### src/rtl/axi_wr_pkg.sv
// axi_wr_pkg: shared encodings and FSM state type for the AXI write slave.
package axi_wr_pkg;
    localparam logic [1:0] BURST_FIXED = 2'b00;
    localparam logic [1:0] BURST_INCR  = 2'b01;
    localparam logic [1:0] BURST_WRAP  = 2'b10;
    localparam logic [1:0] RESP_OKAY   = 2'b00;
    localparam logic [1:0] RESP_SLVERR = 2'b10;
    typedef enum logic [1:0] {IDLE, DATA, RESP} wr_state_t;
endpackage

### src/rtl/axi_wr_beat_fifo.sv
// axi_wr_beat_fifo: synchronous FIFO with extra pointer bit to separate full from empty.
module axi_wr_beat_fifo #(
    parameter int WIDTH = 8,
    parameter int DEPTH = 16
) (
    input  logic             clk,
    input  logic             reset,
    input  logic             push,
    input  logic [WIDTH-1:0] din,
    input  logic             pop,
    output logic [WIDTH-1:0] dout,
    output logic             full,
    output logic             empty
);
    localparam int PW = $clog2(DEPTH);
    logic [WIDTH-1:0] mem [DEPTH];
    logic [PW:0] wr_ptr, rd_ptr;
    assign empty = wr_ptr == rd_ptr;
    assign full  = (wr_ptr[PW] != rd_ptr[PW]) && (wr_ptr[PW-1:0] == rd_ptr[PW-1:0]);
    assign dout  = mem[rd_ptr[PW-1:0]];
    always_ff @(posedge clk) begin
        if (push && !full) mem[wr_ptr[PW-1:0]] <= din;
    end
    always_ff @(posedge clk) begin
        if (reset) begin
            wr_ptr <= '0;
            rd_ptr <= '0;
        end else begin
            if (push && !full) wr_ptr <= wr_ptr + (PW+1)'(1);
            if (pop && !empty) rd_ptr <= rd_ptr + (PW+1)'(1);
        end
    end
endmodule

### src/rtl/axi_wr_slave_fifo.sv
// axi_wr_slave_fifo: single-burst AXI4 write slave buffering beats for a downstream memory port.
// Define AXI_WR_WRAP_EN to support WRAP bursts; otherwise WRAP is answered with SLVERR.
module axi_wr_slave_fifo
    import axi_wr_pkg::*;
#(
    parameter int ID_W       = 6,
    parameter int ADDR_W     = 32,
    parameter int DATA_W     = 32,
    parameter int FIFO_DEPTH = 16
) (
    input  logic                clk,
    input  logic                reset,
    input  logic [ID_W-1:0]     awid,
    input  logic [ADDR_W-1:0]   awaddr,
    input  logic [7:0]          awlen,
    input  logic [2:0]          awsize,
    input  logic [1:0]          awburst,
    input  logic                awvalid,
    output logic                awready,
    input  logic [DATA_W-1:0]   wdata,
    input  logic [DATA_W/8-1:0] wstrb,
    input  logic                wlast,
    input  logic                wvalid,
    output logic                wready,
    output logic [ID_W-1:0]     bid,
    output logic [1:0]          bresp,
    output logic                bvalid,
    input  logic                bready,
    output logic [ADDR_W-1:0]   mem_addr,
    output logic [DATA_W-1:0]   mem_data,
    output logic [DATA_W/8-1:0] mem_strb,
    output logic                mem_valid,
    input  logic                mem_ready
);
    localparam int SW = DATA_W/8;
    localparam int EW = ADDR_W + DATA_W + SW;
    localparam logic [2:0] SIZE_MAX = 3'($clog2(SW));

    wr_state_t state;
    logic [ID_W-1:0] id_r;
    logic [ADDR_W-1:0] addr_r, step, next_addr;
    logic [7:0] len_r, cnt;
    logic [2:0] size_r;
    logic [1:0] burst_r;
    logic err, aw_err, wrap_err, beat, last_beat, beat_err, fifo_full, fifo_empty;
    logic [EW-1:0] head;

`ifdef AXI_WR_WRAP_EN
    logic [ADDR_W-1:0] wrap_mask;
    assign wrap_err  = awburst == BURST_WRAP &&
                       (!(awlen inside {8'd1, 8'd3, 8'd7, 8'd15}) ||
                        (awaddr & ((ADDR_W'(1) << awsize) - ADDR_W'(1))) != '0);
    assign wrap_mask = ((ADDR_W'(len_r) + ADDR_W'(1)) << size_r) - ADDR_W'(1);
    assign next_addr = burst_r == BURST_FIXED ? addr_r :
                       burst_r == BURST_WRAP  ? (addr_r & ~wrap_mask) | ((addr_r + step) & wrap_mask) :
                                                addr_r + step;
`else
    assign wrap_err  = awburst == BURST_WRAP;
    assign next_addr = burst_r == BURST_FIXED ? addr_r : addr_r + step;
`endif

    assign aw_err    = awsize > SIZE_MAX || awburst == 2'b11 || wrap_err;
    assign step      = ADDR_W'(1) << size_r;
    assign wready    = state == DATA && !fifo_full;
    assign beat      = wvalid && wready;
    assign last_beat = cnt == len_r;
    // A wlast that disagrees with the beat count is a protocol error either way.
    assign beat_err  = wlast != last_beat;
    assign mem_valid = !fifo_empty;
    assign {mem_addr, mem_data, mem_strb} = head;

    axi_wr_beat_fifo #(.WIDTH(EW), .DEPTH(FIFO_DEPTH)) u_fifo (
        .clk   (clk),
        .reset (reset),
        .push  (beat && !err),
        .din   ({addr_r, wdata, wstrb}),
        .pop   (mem_valid && mem_ready),
        .dout  (head),
        .full  (fifo_full),
        .empty (fifo_empty)
    );

    always_ff @(posedge clk) begin
        if (reset) begin
            state   <= IDLE;
            awready <= 1'b0;
            bvalid  <= 1'b0;
            bresp   <= RESP_OKAY;
            bid     <= '0;
            id_r    <= '0;
            addr_r  <= '0;
            len_r   <= '0;
            size_r  <= '0;
            burst_r <= '0;
            cnt     <= '0;
            err     <= 1'b0;
        end else begin
            case (state)
                IDLE: begin
                    if (awvalid && awready) begin
                        awready <= 1'b0;
                        id_r    <= awid;
                        addr_r  <= awaddr;
                        len_r   <= awlen;
                        size_r  <= awsize;
                        burst_r <= awburst;
                        cnt     <= '0;
                        err     <= aw_err;
                        state   <= DATA;
                    end else begin
                        awready <= 1'b1;
                    end
                end
                DATA: begin
                    if (beat) begin
                        cnt    <= cnt + 8'd1;
                        addr_r <= next_addr;
                        if (beat_err) err <= 1'b1;
                        if (wlast || last_beat) begin
                            state  <= RESP;
                            bvalid <= 1'b1;
                            bid    <= id_r;
                            bresp  <= (err || beat_err) ? RESP_SLVERR : RESP_OKAY;
                        end
                    end
                end
                RESP: begin
                    if (bready) begin
                        bvalid  <= 1'b0;
                        awready <= 1'b1;
                        state   <= IDLE;
                    end
                end
                default: state <= IDLE;
            endcase
        end
    end
endmodule

### config.mk
export PLATFORM = sky130hd
export DESIGN_NAME = axi_wr_slave_fifo
export DESIGN_NICKNAME = d
export VERILOG_FILES = /design/src/rtl/axi_wr_pkg.sv /design/src/rtl/axi_wr_beat_fifo.sv /design/src/rtl/axi_wr_slave_fifo.sv
export SDC_FILE = /design/constraint.sdc
export NUM_CORES = 1
export LEC_CHECK = 0
export CAP_MARGIN = 20
export CORE_ASPECT_RATIO = 0.8
export CORE_MARGIN = 3
export CORE_UTILIZATION = 37
export CTS_BUF_LIST = sky130_fd_sc_hd__clkbuf_4
export DETAILED_ROUTE_END_ITERATION = 8
export PLACE_DENSITY_LB_ADDON = 0.08
export SYNTH_ARGS = -nofsm -noshare
export SYNTH_HDL_FRONTEND = slang
export SYNTH_SLANG_ARGS = --single-unit
### constraint.sdc
create_clock -name clk -period 9.4 [get_ports clk]
set_input_delay 2.35 -clock clk [delete_from_list [all_inputs] [get_ports clk]]
set_output_delay 2.35 -clock clk [all_outputs]
set_load 0.02 [all_outputs]
# == Word level (Yosys, flattened, before mapping) ==
# Memories as Yosys holds them, arrays and structs flattened. A register that Yosys moved wholly into a read port is not among the register bits.
# Cells that the tools add are included.
# classes
n_reduce_logical,28
n_shift,1
add_sub_neg,4
n_eq_ne,15
muxes,28
order_cmp,1
# op_table
cell,n
$mux 32,3
$pmux 32 s2,1
$add 32x32->32,1
$shl 1x3->32 const A,1
$mux 8,2
$pmux 8 s2,1
$reduce_and 4->1,4
$add 5x1->5 const B,2
$mux 1,10
$mux 2,5
$ne 2x2->1 const B,5
$add 8x1->8 const B,1
$eq 8x8->1,1
$logic_and 1x1->1,8
$mux 4,2
$eq 2x2->1 const B,3
$pmux 1 s2,3
$pmux 2 s3,1
$reduce_and 3->1,2
$reduce_bool 2->1,3
$eq 5x5->1,1
$eq 4x4->1,1
$logic_not 2->1,2
$logic_or 1x1->1,4
6 further kinds,10
# word_totals
regBits,82
ramBits,1088
memories,1
output_inout_bits,80
inputBits,94
# mem_list
memory,words,width,rd,rd_ports_with_merged_regs,wr,line_no,text
u_fifo.mem,16,68,1,1,1,axi_wr_beat_fifo.sv:16,logic [WIDTH-1:0] mem [DEPTH];

# == Longest topological paths before layout ==
# logic_depth
ltp_word,9
depth_mapped,11
ltp_nobuf,9

# == Modules after synthesis ==
# A second synthesis with hierarchy kept.
# unflattened
cells_unflattened,2086
area_unflattened_um2,45547.4
# modules_own_cells
mod,seq_area_each_um2,area_per_inst_um2,cells_per_inst,instances
axi_wr_beat_fifo,32951.6,41611.2,1606,1
axi_wr_slave_fifo,1421.4,3936.3,480,1

# == Least setup slack after synthesis ==
# No wires, ideal clock.
# synth_path
path_kind,input port to flip-flop
start,input port wvalid
end,memory u_fifo.mem[3][0] (netlist bit) (enable)
arrival_time_ps,7667
setup_slack_ps,1155
path_stages,4
setup_time_ps,578
t_required_ps,8822
path_cell_list,nand2_1 -> a211oi_2 -> nand2_1 -> nor3_1
# synth_between
elab_chain_len,5
# synth_rtl
item,line_no,text
start: declaration,axi_wr_slave_fifo.sv:23,"input logic wvalid,"
$logic_and 1x1->1,axi_wr_slave_fifo.sv:65,assign beat = wvalid && wready;
$logic_and 1x1->1,axi_wr_slave_fifo.sv:75,".push (beat && !err),"
$logic_and 1x1->1,axi_wr_beat_fifo.sv:22,if (push && !full) mem[wr_ptr[PW-1:0]] <= din;
$mux 1,axi_wr_beat_fifo.sv:22,
$mux 1 (not written as such),axi_wr_beat_fifo.sv:22,
end: declaration,axi_wr_beat_fifo.sv:16,
# Every way passes these cells.

==> Implementation_results.wiki <==
{| class="wikitable"
! Metric !! Value
|-
| Type of the setup path with the least slack || flip-flop to primary output
|-
| Number of clock sinks || ~1200
|-
| EDFF count, synth || roughly 1100
|-
| Final worst clock skew || a little over 0.08 ns
|-
| Count of unresolved DRC violations after routing || 0
|-
| Post-DP HPWL || approximately 61000 um
|-
| Fillers || approximately 11000
|-
| Register-to-register setup slack || ~5 ns
|-
| Net switching power figure || approximately 2.4 mW
|-
| Cts hold-fix bufs || 0
|-
| Hold crit path type || flip-flop to flip-flop
|-
| Post-layout net count || around 2600
|-
| Total overflow reported by the global router || 0
|-
| Dominant cell type by area after synthesis || edfxtp_1
|-
| Initial standard-cell utilization of the core || 37.41%
|-
| Worst reg2reg path startpoint || u_fifo.wr_ptr[2]$_SDFFE_PP0P_
|-
| Cell Area, Synth || between 40000 and 50000 sq um
|-
| Worst slew pin tran || 1.117 ns
|-
| Startpoint class of the critical path || flip-flop
|-
| Unrepaired setup endpoints after global routing || false
|-
| Maximum count of clock buffers along a single path || 4
|-
| Number of cells produced by synthesis || 2100
|-
| Async set-reset flop share out of synthesis || 0%
|-
| Post-placement setup slack || roughly 3.1 ns
|-
| Sequential share of power || 54.3%
|-
| Wire length of the first global-routing pass || 168100 um
|-
| Cts bufs inserted || about 320
|-
| Peak ir drop on the vdd network || 0.08516 mV
|-
| Worst path depth || 4
|-
| Maximum clock frequency || roughly 140 MHz
|-
| Aggregate global-route resource usage || a little under a fifth
|-
| Hold-critical path depth || 2
|-
| Resized cells post-CTS || 0
|-
| Critical path buffers and inverters || 2
|-
| Total I/O pin count || approximately 170
|-
| Number of pins with negative max-slew slack in the final report || 0
|-
| Largest stage delay on the critical path || between 1 and 1.5 ns
|-
| Die area || 127000 sq um
|-
| Crit path max fanout || approximately 130
|-
| Comb pwr share || about 5.8%
|-
| Final worst path period need || about 7 ns
|-
| Internal cell power || roughly 8.4 mW
|-
| Synthesis-stage register bit count || between 1000 and 1500
|-
| Critical path's most frequent cell || mux4_2
|-
| Data arrival time of the critical path || 4.66 ns
|-
| Number of cells on the worst reg-to-reg path || 7
|-
| Run status || completed
|-
| Level count of the clock H-tree || 5
|-
| Post-Synthesis Net Count || between 2000 and 2500
|-
| Post-route clock period utilization || between 70% and 80%
|-
| Number of DRC markers after the initial detailed-route iteration || 1721
|-
| Final weighted congestion in routability-driven placement || just under 0.8
|-
| Master cell of the clock root buffer || clkbuf_4
|-
| Sequential cell area fraction in the yosys report || 75.69%
|-
| Total detailed-routing wirelength || between 100000 and 150000 um
|-
| Max-capacitance violation count || 0
|-
| Multi-input combinational cell area || ~11000 sq um
|-
| Net Sw Frac || around 22%
|-
| Kind of cell with the highest combined delay on the critical path || buffers and inverters
|-
| Avg Vias per Cell || 5.296
|-
| CP max-delay cell || dfxtp_4
|-
| ANT nets after route || 0
|-
| Mapped Avg Cell Area || 21.63 sq um
|-
| Fraction of synthesized cell area taken by the top area cell type || slightly above 70%
|-
| Count of TritonRoute iterations in the first routing pass || 5
|-
| End point of the most critical hold path || id_r[3]$_SDFFE_PP0P_
|-
| Area added between synthesis and finish || 16.51%
|-
| Setup TNS Final || 0 ns
|-
| Routed len/inst || 26.29 um
|-
| Seq. cell area || between 30000 and 40000 sq um
|-
| Power density normalized to cell area || just over 200 nW/um^2
|-
| Number of global-route vias before repair || between 20000 and 25000
|-
| Maximum number of pins on one net before global-route repair || about 130
|-
| FF-to-FF End || u_fifo.mem[6][52]$_DFFE_PP_
|-
| Layout cell share with drive strength beyond 1 || 32.88%
|-
| Final number of hold-violating endpoints || 0
|-
| Most used flip-flop cell after synthesis || edfxtp_1
|-
| Synth Warn # || 0
|-
| Number of distinct library cells after synthesis || 74
|-
| PnR worst setup slack || around 2.4 ns
|-
| Leak Pwr || roughly 16 nW
|-
| Core Area || 121400 sq um
|-
| Total number of vias || between 20000 and 25000
|-
| Clock tree from TritonCTS || done
|-
| Hold Crit Start || id_r[3]$_SDFFE_PP0P_
|-
| Clock Power Share || 39.8%
|-
| Row cnt || roughly 110
|-
| Worst slew margin relative to its limit || 25.52%
|-
| Overall die width || approximately 400 um
|-
| Worst hold margin || between 0.4 and 0.5 ns
|-
| Setup violation total in the final timing report || 0
|-
| Count of input and output buffers || around 170
|-
| Cell chain of the critical path || buf_12 -> mux4_2 -> mux4_2 -> clkdlybuf4s50_1
|-
| Clock edge transition at the registers on the reported setup and hold paths || about 0.060 ns
|-
| Antenna violations before repair || 6
|-
| CP Capture Type || primary output
|-
| Clock Latency Late Sink || between 1 and 1.5 ns
|-
| Data required time of the critical path || 7.05 ns
|-
| Setup Fix Bufs, Post-CTS || 0
|-
| Die extent in y || around 320 um
|-
| Leading cell types by total area after synthesis || edfxtp_1 (72%), mux4_2 (17%), dfxtp_1 (3.7%)
|}
## layout by cell type, fill, tap and decap left out, drive strengths merged, types with 19 or more instances in the layout
| master | instances |
|---|---|
| clkdlybuf4s50 | 171 |
| a21oi | 53 |
| clkinv | 39 |
| buf | 46 |
| nand2 | 91 |
| dfxtp | 85 |
| nor3 | 19 |
| clkbuf | 454 |
| xor2 | 25 |
| mux4 | 340 |
| o21ai | 23 |
| edfxtp | 1088 |
| nor2 | 75 |
## through the flow
stage          util [%]  power (mW)  std cells  instance area, sq um
2_1_floorplan         -       6.312       2100                 45410
3_3_place_gp      40.49       6.583       3823                 49140
3_5_place_dp      40.52       6.595       3825                 49180
4_1_cts           43.56       10.94       4327                 52880
5_1_grt           43.59       11.27       4335                 52910
6_report          43.59       10.75       4336                 52910
## kinds of logic (layout without fill, tap and decap cells)
group	count (synthesis)	count (layout)	share of synthesized area [%]
AO/OA/AOI/OAI	154	154	2.295
other	1	9	0.008257
buffers and inverters	125	729	1.248
adder cells (fa/ha/maj)	16	16	0.4574
flip-flops	1173	1173	75.69
AND/OR/NAND/NOR	250	250	2.612
multiplexers	348	348	17.04
XOR/XNOR	33	33	0.6530
## worst max-delay path by stage
stage / start / to / slack, ns
after floorplan: wvalid / u_fifo.mem[3][0]$_DFFE_PP_ / 1.16
after global placement: wvalid / u_fifo.mem[12][12]$_DFFE_PP_ / 3.12
after detailed placement: wvalid / u_fifo.mem[6][53]$_DFFE_PP_ / 3.10
after CTS: flip-flop / mem_data[10] / 2.12
after global routing: flip-flop / mem_data[13] / 1.98
final: flip-flop / mem_addr[30] / 2.39
## state kept, by name, indices dropped and copies added (netlist names), named ones only
name           flops
awready            1
bresp              1
bid                6
u_fifo.rd_ptr      5
id_r               6
u_fifo.wr_ptr      5
err                1
bvalid             1
burst_r            2
addr_r            32
len_r              8
state              2
u_fifo.mem      1088
size_r             3
cnt                8
## worst reg2reg max path: stages, from the launching register on
cell and delay, ns:
dfxtp_1 0.63, xor2_1 0.28, nor4_4 0.12, a211oi_2 0.79, nand2_1 0.43, nor2_4 0.47
buf_4 0.57, buf_4 0.66
## per-layer routing
metal / vias up / GRT usage, % / part of all wire (%)
met4: 6 / 5.884 / 2.0
met3: 188 / 4.488 / 5.9
met1: 12164 / 25.48 / 45
met5: - / 0 / 0.026
met2: 741 / 28.12 / 47
li1: 9864 / - / -
## cell usage after synthesis, drive strengths merged (3+ instances only)
cell / count
a2111oi: 3
a211oi: 11
a21boi: 3
a21o: 4
a21oi: 53
a22o: 4
a311oi: 3
a31oi: 6
a32o: 4
and2: 4
and3: 9
and4: 5
buf: 56
clkbuf: 59
dfxtp: 85
edfxtp: 1088
ha: 15
inv: 10
mux2i: 8
mux4: 340
nand2: 91
nand3: 13
nand4: 5
nor2: 75
nor3: 19
nor3b: 3
nor4: 7
o2111ai: 3
o211ai: 9
o21a: 5
o21ai: 23
o22ai: 3
o31ai: 6
or3: 4
xnor2: 8
xor2: 25
## power groups by stage
stage,registers [mW],logic [mW],clock network (mW)
after floorplan,5.90,0.409,0
after global placement,5.95,0.636,0
after detailed placement,5.95,0.642,0
after CTS,5.84,0.645,4.45
after global routing,5.85,0.678,4.75
final,5.84,0.626,4.28
## layout make-up
cell class              count  share of cell area, %
diodes                      8                0.03783
repair buffers            217                  4.084
clock inverters            48                 0.5415
flip-flops and latches   1173                  64.99
clock buffers             454                  6.441
well taps                1624                  3.840
inverters                  10                0.07567
multi-input cells         802                  19.99
No activity file was read; power rests on OpenSTA's default activity.
